--- src/rtl/seq_alu_if.sv ---
// Operand/result handshake bundle for seq_alu: valid/ready in, valid/ready out.
interface seq_alu_if #(
  parameter int WIDTH = 8
);
  logic             IN_VALID;
  logic             IN_READY;
  logic [WIDTH-1:0] A;
  logic [WIDTH-1:0] B;
  logic [3:0]       OP_SEL;
  logic             OUT_VALID;
  logic             OUT_READY;
  logic [WIDTH-1:0] RESULT;
  logic [WIDTH-1:0] REMAINDER;
  logic             CARRY_FLAG;
  logic             ZERO_FLAG;
  logic             OVERFLOW_FLAG;
  logic             NEGATIVE_FLAG;

  modport master (
    output IN_VALID, A, B, OP_SEL, OUT_READY,
    input  IN_READY, OUT_VALID, RESULT, REMAINDER,
           CARRY_FLAG, ZERO_FLAG, OVERFLOW_FLAG, NEGATIVE_FLAG
  );

  modport slave (
    input  IN_VALID, A, B, OP_SEL, OUT_READY,
    output IN_READY, OUT_VALID, RESULT, REMAINDER,
           CARRY_FLAG, ZERO_FLAG, OVERFLOW_FLAG, NEGATIVE_FLAG
  );
endinterface

--- src/rtl/seq_alu.sv ---
// Clocked 16-op ALU: single-cycle logic/arith/compare/shift, iterative shift-add MUL
// and restoring DIV (one bit per cycle), result held until the consumer takes it.
//
//   state  | meaning
//   S_IDLE | ready to accept an operation
//   S_MUL  | shift-add multiply, one multiplier bit per cycle (MSB first)
//   S_DIV  | restoring divide, one quotient bit per cycle (MSB first)
//   S_DONE | result/flags valid, waiting for OUT_READY
module seq_alu #(
  parameter int WIDTH = 8
) (
  input logic      clk,
  input logic      rst_n,
  seq_alu_if.slave bus
);
  localparam int CW = $clog2(WIDTH);

  typedef enum logic [1:0] {S_IDLE, S_MUL, S_DIV, S_DONE} state_t;

  state_t             state_q, state_d;
  logic [WIDTH-1:0]   a_q, a_d;
  logic [WIDTH-1:0]   b_q, b_d;
  logic [WIDTH-1:0]   rem_q, rem_d;
  logic [2*WIDTH-1:0] prod_q, prod_d;
  logic [CW-1:0]      cnt_q, cnt_d;
  logic [WIDTH-1:0]   res_q, res_d;
  logic [WIDTH-1:0]   remo_q, remo_d;
  logic               c_q, c_d, v_q, v_d, z_q, z_d, n_q, n_d;

  logic               in_ready;
  logic               load;
  logic [WIDTH:0]     sum, diff;
  logic [WIDTH-1:0]   res_s;
  logic               c_s, v_s;
  logic [2*WIDTH-1:0] prod_step;
  logic [WIDTH:0]     trial;
  logic [WIDTH-1:0]   rem_step, quo_step;

  assign in_ready = rst_n && (state_q == S_IDLE);

  assign sum  = {1'b0, bus.A} + {1'b0, bus.B};
  assign diff = {1'b0, bus.A} - {1'b0, bus.B};

  always_comb begin
    res_s = '0;
    c_s   = 1'b0;
    v_s   = 1'b0;
    case (bus.OP_SEL)
      4'h0: begin
        res_s = sum[WIDTH-1:0];
        c_s   = sum[WIDTH];
        v_s   = (bus.A[WIDTH-1] == bus.B[WIDTH-1]) && (sum[WIDTH-1] != bus.A[WIDTH-1]);
      end
      4'h1: begin
        res_s = diff[WIDTH-1:0];
        c_s   = diff[WIDTH];
        v_s   = (bus.A[WIDTH-1] != bus.B[WIDTH-1]) && (diff[WIDTH-1] != bus.A[WIDTH-1]);
      end
      4'h4: res_s = bus.A & bus.B;
      4'h5: res_s = bus.A | bus.B;
      4'h6: res_s = bus.A ^ bus.B;
      4'h7: res_s = ~bus.A;
      4'h8: res_s = WIDTH'(bus.A == bus.B);
      4'h9: res_s = WIDTH'(bus.A != bus.B);
      4'hA: res_s = WIDTH'(bus.A > bus.B);
      4'hB: res_s = WIDTH'(bus.A < bus.B);
      4'hC: res_s = WIDTH'(bus.A >= bus.B);
      4'hD: res_s = WIDTH'(bus.A <= bus.B);
      4'hE: begin
        res_s = {bus.A[WIDTH-2:0], 1'b0};
        c_s   = bus.A[WIDTH-1];
      end
      4'hF: begin
        res_s = {1'b0, bus.A[WIDTH-1:1]};
        c_s   = bus.A[0];
      end
      default: res_s = '0;
    endcase
  end

  // a_q doubles as multiplier shifter (MUL) and dividend-in / quotient-out shifter (DIV).
  assign prod_step = {prod_q[2*WIDTH-2:0], 1'b0}
                   + (a_q[WIDTH-1] ? {{WIDTH{1'b0}}, b_q} : {(2*WIDTH){1'b0}});
  assign trial     = {rem_q, a_q[WIDTH-1]} - {1'b0, b_q};
  assign rem_step  = trial[WIDTH] ? {rem_q[WIDTH-2:0], a_q[WIDTH-1]} : trial[WIDTH-1:0];
  assign quo_step  = {a_q[WIDTH-2:0], ~trial[WIDTH]};

  always_comb begin
    state_d = state_q;
    a_d     = a_q;
    b_d     = b_q;
    rem_d   = rem_q;
    prod_d  = prod_q;
    cnt_d   = cnt_q;
    res_d   = res_q;
    remo_d  = remo_q;
    c_d     = c_q;
    v_d     = v_q;
    z_d     = z_q;
    n_d     = n_q;
    load    = 1'b0;
    case (state_q)
      S_IDLE: begin
        if (bus.IN_VALID && in_ready) begin
          a_d    = bus.A;
          b_d    = bus.B;
          rem_d  = '0;
          prod_d = '0;
          cnt_d  = CW'(WIDTH - 1);
          case (bus.OP_SEL)
            4'h2: state_d = S_MUL;
            4'h3: begin
              if (bus.B != '0) begin
                state_d = S_DIV;
              end else begin
                load    = 1'b1;
                res_d   = '1;
                remo_d  = bus.A;
                c_d     = 1'b0;
                v_d     = 1'b1;
                state_d = S_DONE;
              end
            end
            default: begin
              load    = 1'b1;
              res_d   = res_s;
              remo_d  = '0;
              c_d     = c_s;
              v_d     = v_s;
              state_d = S_DONE;
            end
          endcase
        end
      end
      S_MUL: begin
        prod_d = prod_step;
        a_d    = {a_q[WIDTH-2:0], 1'b0};
        if (cnt_q == '0) begin
          load    = 1'b1;
          res_d   = prod_step[WIDTH-1:0];
          remo_d  = '0;
          c_d     = |prod_step[2*WIDTH-1:WIDTH];
          v_d     = 1'b0;
          state_d = S_DONE;
        end else begin
          cnt_d = cnt_q - 1'b1;
        end
      end
      S_DIV: begin
        rem_d = rem_step;
        a_d   = quo_step;
        if (cnt_q == '0) begin
          load    = 1'b1;
          res_d   = quo_step;
          remo_d  = rem_step;
          c_d     = 1'b0;
          v_d     = 1'b0;
          state_d = S_DONE;
        end else begin
          cnt_d = cnt_q - 1'b1;
        end
      end
      S_DONE: begin
        if (bus.OUT_READY) state_d = S_IDLE;
      end
      default: state_d = S_IDLE;
    endcase
    // Z/N only follow a freshly produced result so they read 0 out of reset.
    if (load) begin
      z_d = (res_d == '0);
      n_d = res_d[WIDTH-1];
    end
  end

  always_ff @(posedge clk or negedge rst_n) begin
    if (!rst_n) begin
      state_q <= S_IDLE;
      a_q     <= '0;
      b_q     <= '0;
      rem_q   <= '0;
      prod_q  <= '0;
      cnt_q   <= '0;
      res_q   <= '0;
      remo_q  <= '0;
      c_q     <= 1'b0;
      v_q     <= 1'b0;
      z_q     <= 1'b0;
      n_q     <= 1'b0;
    end else begin
      state_q <= state_d;
      a_q     <= a_d;
      b_q     <= b_d;
      rem_q   <= rem_d;
      prod_q  <= prod_d;
      cnt_q   <= cnt_d;
      res_q   <= res_d;
      remo_q  <= remo_d;
      c_q     <= c_d;
      v_q     <= v_d;
      z_q     <= z_d;
      n_q     <= n_d;
    end
  end

  assign bus.IN_READY      = in_ready;
  assign bus.OUT_VALID     = (state_q == S_DONE);
  assign bus.RESULT        = res_q;
  assign bus.REMAINDER     = remo_q;
  assign bus.CARRY_FLAG    = c_q;
  assign bus.ZERO_FLAG     = z_q;
  assign bus.OVERFLOW_FLAG = v_q;
  assign bus.NEGATIVE_FLAG = n_q;
endmodule

--- src/flat_wrapper.sv ---
// flat-port wrapper written by rule: the top's interface ports become plain ports
module seq_alu_flat 
#(
  parameter int WIDTH = 8
)
  (clk, rst_n, bus_IN_VALID, bus_A, bus_B, bus_OP_SEL, bus_OUT_READY, bus_IN_READY, bus_OUT_VALID, bus_RESULT, bus_REMAINDER, bus_CARRY_FLAG, bus_ZERO_FLAG, bus_OVERFLOW_FLAG, bus_NEGATIVE_FLAG);
  seq_alu_if #(.WIDTH(WIDTH)) bus_i ();
  input logic clk;
  input logic rst_n;
  input wire logic [$bits(bus_i.IN_VALID)-1:0] bus_IN_VALID;
  input wire logic [$bits(bus_i.A)-1:0] bus_A;
  input wire logic [$bits(bus_i.B)-1:0] bus_B;
  input wire logic [$bits(bus_i.OP_SEL)-1:0] bus_OP_SEL;
  input wire logic [$bits(bus_i.OUT_READY)-1:0] bus_OUT_READY;
  output wire logic [$bits(bus_i.IN_READY)-1:0] bus_IN_READY;
  output wire logic [$bits(bus_i.OUT_VALID)-1:0] bus_OUT_VALID;
  output wire logic [$bits(bus_i.RESULT)-1:0] bus_RESULT;
  output wire logic [$bits(bus_i.REMAINDER)-1:0] bus_REMAINDER;
  output wire logic [$bits(bus_i.CARRY_FLAG)-1:0] bus_CARRY_FLAG;
  output wire logic [$bits(bus_i.ZERO_FLAG)-1:0] bus_ZERO_FLAG;
  output wire logic [$bits(bus_i.OVERFLOW_FLAG)-1:0] bus_OVERFLOW_FLAG;
  output wire logic [$bits(bus_i.NEGATIVE_FLAG)-1:0] bus_NEGATIVE_FLAG;
  assign bus_i.IN_VALID = bus_IN_VALID;
  assign bus_i.A = bus_A;
  assign bus_i.B = bus_B;
  assign bus_i.OP_SEL = bus_OP_SEL;
  assign bus_i.OUT_READY = bus_OUT_READY;
  assign bus_IN_READY = bus_i.IN_READY;
  assign bus_OUT_VALID = bus_i.OUT_VALID;
  assign bus_RESULT = bus_i.RESULT;
  assign bus_REMAINDER = bus_i.REMAINDER;
  assign bus_CARRY_FLAG = bus_i.CARRY_FLAG;
  assign bus_ZERO_FLAG = bus_i.ZERO_FLAG;
  assign bus_OVERFLOW_FLAG = bus_i.OVERFLOW_FLAG;
  assign bus_NEGATIVE_FLAG = bus_i.NEGATIVE_FLAG;
  seq_alu #(.WIDTH(WIDTH)) u_core (.clk(clk), .rst_n(rst_n), .bus(bus_i));
endmodule
--- config.mk ---
export PLATFORM = sky130hd
export DESIGN_NAME = seq_alu_flat
export DESIGN_NICKNAME = d
export VERILOG_FILES = /design/src/rtl/seq_alu_if.sv /design/src/rtl/seq_alu.sv /design/src/flat_wrapper.sv
export SDC_FILE = /design/constraint.sdc
export NUM_CORES = 1
export LEC_CHECK = 0
export CAP_MARGIN = 20
export CORE_UTILIZATION = 30
export CTS_BUF_LIST = sky130_fd_sc_hd__clkbuf_4 sky130_fd_sc_hd__clkbuf_8 sky130_fd_sc_hd__clkbuf_16
export DETAILED_ROUTE_END_ITERATION = 10
export GPL_ROUTABILITY_DRIVEN = 0
export SETUP_SLACK_MARGIN = 0.3
export SLEW_MARGIN = 20
export SYNTH_ARGS = -nofsm -noshare
export SYNTH_HDL_FRONTEND = slang
export SYNTH_SLANG_ARGS = --single-unit
--- constraint.sdc ---
create_clock -name clk -period 6.16 [get_ports clk]
set_input_delay 1.232 -clock clk [delete_from_list [all_inputs] [get_ports clk]]
set_output_delay 1.232 -clock clk [all_outputs]
set_load 0.02 [all_outputs]
Word level (Yosys, flattened, before mapping)
Index checks and enable logic that the tools add are counted.
Widths: inputs -> output; s select.
{ "totals": {"word_cells": 128, "register_bits": 64} }
{ "classes": {"mux": 47, "bitwise_logic": 5, "n_lt_le_gt_ge": 4, "n_eq_ne": 32, "n_addsub": 5, "n_reduce_logical": 23} }
{ "ops": {"columns": ["op", "count"], "rows": [
  ["$pmux 8 s14", 1],
  ["$mux 8", 12],
  ["$pmux 8 s3", 3],
  ["$pmux 8 s2", 3],
  ["$eq 4x4->1 const B", 8],
  ["$pmux 15 s2", 1],
  ["$add 16x8->16", 1],
  ["$eq 4x3->1 const B", 4],
  ["$mux 15", 1],
  ["$pmux 1 s2", 6],
  ["$mux 1", 10],
  ["$add 8x8->9", 1],
  ["$sub 8x8->9", 1],
  ["$sub 9x8->9", 1],
  ["$and 8x8->8", 1],
  ["$eq 4x2->1 const B", 2],
  ["$eq 8x8->1", 1],
  ["$ge 8x8->1", 1],
  ["$gt 8x8->1", 1],
  ["$le 8x8->1", 1],
  ["$logic_not 8->1", 1],
  ["$lt 8x8->1", 1],
  ["$ne 2x2->1 const B", 4],
  ["$ne 8x8->1", 1],
  ["other kinds (32)", 49]
]} }

Logic depth before layout (Yosys ltp)
Gate-level depths: netlist of run 1.
{ "depth": {"word_depth": 7, "ltp_mapped": 11} }

Worst setup path after synthesis of run 1
Ideal clock, no wire load.
{ "synth_timing": {"kind": "input port to flip-flop", "startpoint": "input port bus_A[7]", "endpoint": "register u_core.z_q, in the netlist u_core.bus.ZERO_FLAG", "cell_stages": 11, "path_buffers": 2, "t_required_ps": 6056, "arrival_time_ps": 3418, "setup_ps": 104, "slack_ps": 2639, "path_cell_list": "clkbuf_1 inv_1 ha_1 clkbuf_1 mux2_2 o211a_1 o31ai_1 a31oi_1 a311o_1 o21a_1 o41ai_2"} }
{ "synth_via": {"elab_chain_cells": 6, "word_cells_on_any_way": 17, "cone_classes": "add/sub (2); order compare (4); eq/ne (2); mux (4); bitwise (4); reduce/logical (1)"} }
{ "synth_lines": {"columns": ["item", "line_no", "text"], "rows": [
  ["start: declaration", "flat_wrapper.sv:11", "input wire logic [$bits(bus_i.A)-1:0] bus_A;"],
  ["$sub 8x8->9, or another cell as far along", "seq_alu.sv:42", "assign diff = {1'b0, bus.A} - {1'b0, bus.B};"],
  ["$pmux 8 s14 *", "seq_alu.sv:48", "case (bus.OP_SEL)"],
  ["$pmux 8 s2 *", "seq_alu.sv:110", "case (bus.OP_SEL)"],
  ["$mux 8 *", "seq_alu.sv:104", "if (bus.IN_VALID && in_ready) begin"],
  ["$pmux 8 s3 *", "seq_alu.sv:102", "case (state_q)"],
  ["via u_core.res_d[7]", "seq_alu.sv:26", "logic [WIDTH-1:0] res_q, res_d;"],
  ["$logic_not 8->1 *", "seq_alu.sv:170", "z_d = (res_d == '0);"],
  ["end signal: assignment", "seq_alu.sv:200", "z_q <= z_d;"],
  ["end: declaration", "seq_alu.sv:28", "logic c_q, c_d, v_q, v_d, z_q, z_d, n_q, n_d;"]
]} }
The timed path passes the listed nets; every way through them passes the cells marked *.
A chain may end at the register's enable or synchronous reset.

Worst setup path in the final report of run 1
{ "layout_timing": {"startpoint": "input port bus_A[1]", "endpoint": "register u_core.z_q, in the netlist u_core.bus.ZERO_FLAG"} }
{ "layout_via": {"elab_chain_cells": 6, "word_cells_on_any_way": 17, "cone_classes": "add/sub (2); order compare (4); eq/ne (2); mux (4); bitwise (4); reduce/logical (1)"} }
{ "layout_lines": {"columns": ["item", "line_no"], "rows": [
  ["$sub 8x8->9, or another cell as far along", "seq_alu.sv:42"],
  ["$pmux 8 s14 *", "seq_alu.sv:48"],
  ["$pmux 8 s2 *", "seq_alu.sv:110"],
  ["$mux 8 *", "seq_alu.sv:104"],
  ["$pmux 8 s3 *", "seq_alu.sv:102"],
  ["$logic_not 8->1 *", "seq_alu.sv:170"]
]} }
Every way passes the cells marked *; elsewhere a longest branch is shown, timed or not.

==> results.py, run 1 <==
metrics = {
    "outcome": {
        "status": "finished, final reports clean",
    },
    "clocking": {
        "cts_tree": "yes",
        "cts_buffers": 9,
        "clock_latency_ps": 340,
        "cts_setup_buffers": 0,
        "htreeDepth": 3,
        "clkTransAtPathRegs_ps": 60,
        "clockBufferDepth": 2,
        "clockRootBuffer": "clkbuf_16",
        "ctsResizeCount": 0,
        "clock-sinks": 64,
        "hold_buffers": 0,
    },
    "setup_path": {
        "path_delay_family": "compound AO/OA/AOI/OAI gates",
        "crit_path_start_kind": "input port",
        "crit_chain": "clkdlybuf4s50_1, inv_1, ha_1, a211oi_1, nor4_1, a2111oi_0, a211oi_1, nor4_1, nand4_1, o41ai_2",
        "critical_path.max_fanout": 10,
        "regToRegEndpoint": "u_core.bus.REMAINDER[6]",
        "reg2reg_slack_ps": 2630,
        "critPathArrivalTime_ps": 4540,
        "crit_buf_inv": 2,
        "max_stage_delay_ps": 780,
        "critPathRequiredTime_ps": 6400,
        "crit_path_end_kind": "flip-flop",
        "criticalPathCategory": "in -> reg",
        "cpMaxStageDelayCell": "clkdlybuf4s50_1",
        "rr_startpoint": "u_core.a_q[7]",
        "reg2regPathDepth": 10,
    },
    "floorplan": {
        "initial_core_util_pct": 31.0,
        "io_pins": 46,
        "die_y_um": 145,
        "rows": 51,
        "core_sq_um": 19700,
        "die_area_sq_um": 21000,
        "dieWidth_um": 145,
    },
    "synthesis": {
        "synthArstFlopShare_pct": 100,
        "synth_flop_cell": "dfrtp_1",
        "ys_top_cells_by_area": "dfrtp_1 (26%), ha_1 (9.6%), o21ai_0 (5.2%)",
        "synthesis.nets": 833,
        "synthCells": 758,
        "synth.distinct_cells": 79,
        "ys_warn_count": 0,
        "synth_seq_cells": 64,
        "synth_edf_count": 0,
        "netlist_area_sq_um": 6120,
        "seq_area_frac_synth_pct": 26.2,
        "synth_top_area_share_pct": 26.2,
        "avgSynthCellArea_sq_um": 8.07,
        "synth_largest_area_cell": "dfrtp_1",
    },
    "place": {
        "place_hpwl_mm": 15.3,
        "post-place-ws_ps": 1550,
        "numPortBuffers": 45,
    },
    "route": {
        "post_drt_wl_per_cell_um": 19.6,
        "via_per_inst": 5.76,
        "ant_nets": 0,
        "drc": 0,
        "drt-total-wl_mm": 20.6,
        "vias": 6033,
        "dr.pass1.iters": 5,
        "drt_first_iter_violations": 713,
    },
    "global_route": {
        "grt_pass1_vias": 5624,
        "grtUsageTotal_pct": 20.2,
        "grt_max_degree": 39,
        "overflow": 0,
        "antenna_found_initial": 0,
        "grt_pass1_wl_mm": 31.9,
    },
    "timing": {
        "fmax_mhz": 232,
        "fin_tns_setup_ps": 0,
        "period_share_pct": 69.9,
        "clock_skew_ps": 6.10,
        "final-setup-viol-count": 0,
        "rsz0062_at_grt": "false",
        "drv_slew": 0,
        "period_minus_slack_ps": 4310,
        "final_hold_viol_count": 0,
        "worst_slack_ps": 1850,
        "timing.hold.ws_ps": 486,
        "tightest_slew_ps": 1040,
        "slew_headroom_pct": 30.8,
    },
    "final_layout": {
        "mostFrequentLayoutCells": "nor2_1 (65), nand2_1 (64), dfrtp_1 (64), o21ai_0 (62)",
        "fillCellCount": 2058,
        "post-route-util_pct": 35.6,
        "final_common_cell": "nor2_1",
        "nets": 854,
        "syn_to_final_growth_pct": 14.6,
        "antennaDiodeCount": 0,
        "drive_above_1_share_pct": 6.00,
    },
    "power_and_ir_drop": {
        "leakage_nw": 2.89,
        "p_per_area_nw_per_um2": 474,
        "vdd_drop_max_mv": 0.200,
    },
    "worst_hold_path": {
        "whs_path_depth": 2,
        "hp-class": "reg -> reg",
        "holdPathEnd": "u_core.prod_q[4]",
        "hold_path_startpoint": "u_core.prod_q[4]",
    },
    "job": {
        "drv_cap": 0,
    },
}
[logic make-up (layout without fill, tap and decap cells)]
kind of cell / count (synthesis) / after routing / share of synthesized area [%]
simple gates: 247 / 247 / 20.2
fa+ha+maj: 51 / 51 / 10.9
xor+xnor: 23 / 23 / 3.60
flops: 64 / 64 / 26.2
buf+inv: 93 / 118 / 6.42
mux: 22 / 22 / 3.89
compound gates: 258 / 258 / 28.8
[sequential cells by signal (all words and copies together) (netlist names), 2 cells and up]
| name | count |
|---|---|
| u_core.prod_q | 15 |
| u_core.a_q | 8 |
| u_core.b_q | 8 |
| u_core.bus.REMAINDER | 8 |
| u_core.bus.RESULT | 8 |
| u_core.rem_q | 8 |
| u_core.cnt_q | 3 |
| u_core.state_q | 2 |
[report_power, final]
part	total (mW)	internal [mW]	switching [mW]
Sequential	0.784	0.615	0.168
Clock	0.461	0.267	0.193
Combinational	2.08	0.809	1.27
[synth_stat cells (all sizes together), types with 13 or more instances]
| library cell | count |
|---|---|
| clkbuf | 21 |
| o21ai | 63 |
| nor2 | 65 |
| dfrtp | 64 |
| buf | 22 |
| mux2i | 17 |
| a31oi | 20 |
| ha | 47 |
| inv | 47 |
| a22oi | 16 |
| a21oi | 47 |
| xnor2 | 13 |
| nand3 | 16 |
| nand2 | 64 |
[area by class of cell]
type / instances / area [sq um] / area share [%]
Sequential cell: 64 / 1600 / 22.8
Clock buffer: 9 / 225 / 3.21
Clock inverter: 6 / 37.5 / 0.535
Tap cell: 265 / 332 / 4.73
Inverter: 50 / 188 / 2.68
Multi-Input combinational cell: 601 / 4120 / 58.8
Timing Repair Buffer: 53 / 505 / 7.21
[per-layer routing]
layer	global-route usage (%)	vias up	wire [um]
met5	0	-	0
met4	8.09	0	744
met3	4.64	42	1800
met2	30.3	302	8700
met1	27.8	2864	9320
li1	-	2825	-
[worst max path at each step]
stage,startpoint,end,slack [ps],cells past startpoint
floorplan,bus_A[7],u_core.bus.ZERO_FLAG,2640,11
global placement,bus_A[1],u_core.bus.ZERO_FLAG,1600,10
detailed placement,bus_A[1],u_core.bus.ZERO_FLAG,1550,10
CTS,bus_A[1],u_core.bus.ZERO_FLAG,1890,10
global route,bus_A[1],u_core.bus.ZERO_FLAG,1520,10
finish,bus_A[1],u_core.bus.ZERO_FLAG,1850,10
[worst min-delay path: stages (launching register included)]
cell,delay [ps]
dfrtp_1,350
nand2_1,50
o31ai_1,50
[per-stage QoR]
stage | total power, mW | instances | area (sq um)
floorplan | 2.21 | 758 | 6120
global placement | 2.83 | 1033 | 6750
detailed placement | 2.84 | 1033 | 6750
CTS | 3.32 | 1048 | 7010
global route | 3.59 | 1048 | 7010
finish | 3.32 | 1048 | 7010
Power figures use the tool's default switching activity.
==> run 2: changes to the inputs <==
- clock period: 6.16 -> 3.5 ns (I/O delays scaled with it)
==> run 2 against run 1 <==
Against the previous run: global-route usage increased by 1.1 points; clock-buffer cell count increased by 3; setup slack got worse by 1500 ps; non-clock buffer count increased by 84; cell count increased by 8.1%; register-to-register slack got worse by 2200 ps; die area is the same; final area is 12% higher; clock skew down 1.0 ps; wire length rose by 4.9%.
==> results.py, run 2 (synthesis results as in run 1) <==
metrics = {
    "outcome": {
        "status": "finished, final reports clean",
    },
    "setup_path": {
        "critical_path.max_fanout": 6,
        "criticalPathCategory": "in -> reg",
        "crit_path_end_kind": "flip-flop",
        "crit_path_start_kind": "input port",
        "critPathRequiredTime_ps": 3740,
        "critPathArrivalTime_ps": 3380,
        "max_stage_delay_ps": 480,
        "cpMaxStageDelayCell": "clkdlybuf4s50_1",
        "crit_chain": "clkdlybuf4s50_1, inv_1, ha_2, nor2b_1, a211oi_2, buf_4, a211oi_4, xnor2_1, a311o_1, o21a_1, o41ai_2",
    },
    "timing": {
        "clock_skew_ps": 5.06,
        "tightest_slew_ps": 736,
        "timing.hold.ws_ps": 193,
        "fin_tns_setup_ps": 0,
        "period_minus_slack_ps": 3150,
        "rsz0062_at_grt": "true",
        "period_share_pct": 89.9,
        "slew_headroom_pct": 50.8,
        "final_hold_viol_count": 0,
        "drv_slew": 0,
        "final-setup-viol-count": 0,
        "fmax_mhz": 318,
    },
    "clocking": {
        "clock-sinks": 64,
        "htreeDepth": 3,
        "clockBufferDepth": 2,
        "clock_latency_ps": 330,
        "cts_buffers": 9,
        "clkTransAtPathRegs_ps": 60,
        "clockRootBuffer": "clkbuf_16",
        "cts_tree": "yes",
        "hold_buffers": 0,
    },
    "route": {
        "vias": 6435,
        "dr.pass1.iters": 8,
        "drt_first_iter_violations": 779,
        "post_drt_wl_per_cell_um": 19.0,
        "drt-total-wl_mm": 21.6,
        "drc": 0,
        "ant_nets": 0,
        "via_per_inst": 5.68,
    },
    "power_and_ir_drop": {
        "leakage_nw": 3.39,
        "p_per_area_nw_per_um2": 819,
        "vdd_drop_max_mv": 0.313,
    },
    "floorplan": {
        "io_pins": 46,
        "die_area_sq_um": 21000,
        "rows": 51,
        "initial_core_util_pct": 31.0,
        "core_sq_um": 19700,
        "dieWidth_um": 145,
        "die_y_um": 145,
    },
    "global_route": {
        "grt_pass1_vias": 6033,
        "overflow": 0,
        "grtUsageTotal_pct": 21.2,
        "antenna_found_initial": 0,
        "grt_max_degree": 55,
        "grt_pass1_wl_mm": 33.6,
    },
    "final_layout": {
        "fin_area_sq_um": 7850,
        "regMostFlops": "u_core.prod_q",
        "post-route-util_pct": 39.8,
        "drive_above_1_share_pct": 17.9,
        "fillCellCount": 1945,
        "antennaDiodeCount": 0,
        "final_common_cell": "buf_4",
        "stdcell_count": 1133,
        "largest_reg_flops": 15,
        "mostFrequentLayoutCells": "buf_4 (91), nor2_1 (65), nand2_1 (64), dfrtp_1 (64), o21ai_0 (61)",
        "syn_to_final_growth_pct": 28.3,
        "nets": 939,
    },
    "job": {
        "drv_cap": 0,
    },
    "place": {
        "place_hpwl_mm": 16.5,
        "numPortBuffers": 45,
        "dpl_cell_area_sq_um": 7360,
        "dp.cells": 1112,
    },
    "worst_hold_path": {
        "hp-class": "in -> async",
    },
}
run 2: cell types whose count changed in the layout (fill, tap and decap cells not counted), sizes merged:
cell / previous run / this run
buf: 9 / 93
clkinvlp: 3 / 0
inv: 47 / 48
clkdlybuf4s50: 44 / 43
dlymetal6s2s: 0 / 1
clkbuf: 9 / 12
bufinv: 0 / 1
clkinv: 6 / 4
xor2: 10 / 11
run 2: final timing paths:
kind,from,to,slack [ps],cells past startpoint
worst max register to register,u_core.a_q[7],u_core.bus.ZERO_FLAG,430,11
min in group clk,u_core.prod_q[4],u_core.prod_q[4],480,2
worst min-delay path,rst_n,u_core.a_q[2],190,1
worst max-delay path,bus_A[2],u_core.bus.ZERO_FLAG,350,11
worst min register to register,u_core.prod_q[4],u_core.prod_q[4],480,2
max in group asynchronous,rst_n,u_core.prod_q[9],2350,2
run 2: final cells by class:
type / count / area (sq um) / area share, %
clock buffer: 12 / 267 / 3.39
tap: 265 / 332 / 4.22
timing repair buffer: 137 / 1150 / 14.7
sequential: 64 / 1600 / 20.4
multi-input combinational: 602 / 4270 / 54.4
clock inverter: 3 / 40.0 / 0.510
inverter: 50 / 190 / 2.42
run 2: what timing repair did:
action / in CTS / in global routing
buffers inserted: 3 / 2
pin swaps: 1 / 10
gates resized for setup: 6 / 27
setup endpoints to repair: 14 / 17
gates cloned: 1 / 0
run 2: where the power goes:
group / leakage [nW] / switching, mW / internal (mW)
clock network: 0.154 / 0.328 / 0.603
logic: 2.43 / 2.39 / 1.74
registers: 0.808 / 0.294 / 1.08
total: 3.39 / 3.01 / 3.42
run 2: through the flow:
stage / setup slack, ps / power [mW]
after floorplan: 511 / 3.89
after global placement: -189 / 5.17
after detailed placement: -155 / 5.24
after CTS: 322 / 6.31
after global routing: 267 / 6.93
final: 352 / 6.43
run 2: per-layer routing:
metal  global-route usage, %  vias to the layer above  part of all wire, %
li1                        -                     3002                    -
met1                    29.6                     3076                   45
met2                    32.0                      313                   44
met3                    4.51                       44                  8.9
met4                    7.87                        0                  2.8
met5                       0                        -                    0
run 2: worst max-delay path: cells and delay by family:
family	cells	cell delay, ps
compound gates	5	1200
buf+inv	3	720
fa+ha+maj	1	400
simple gates	1	230
xor+xnor	1	130
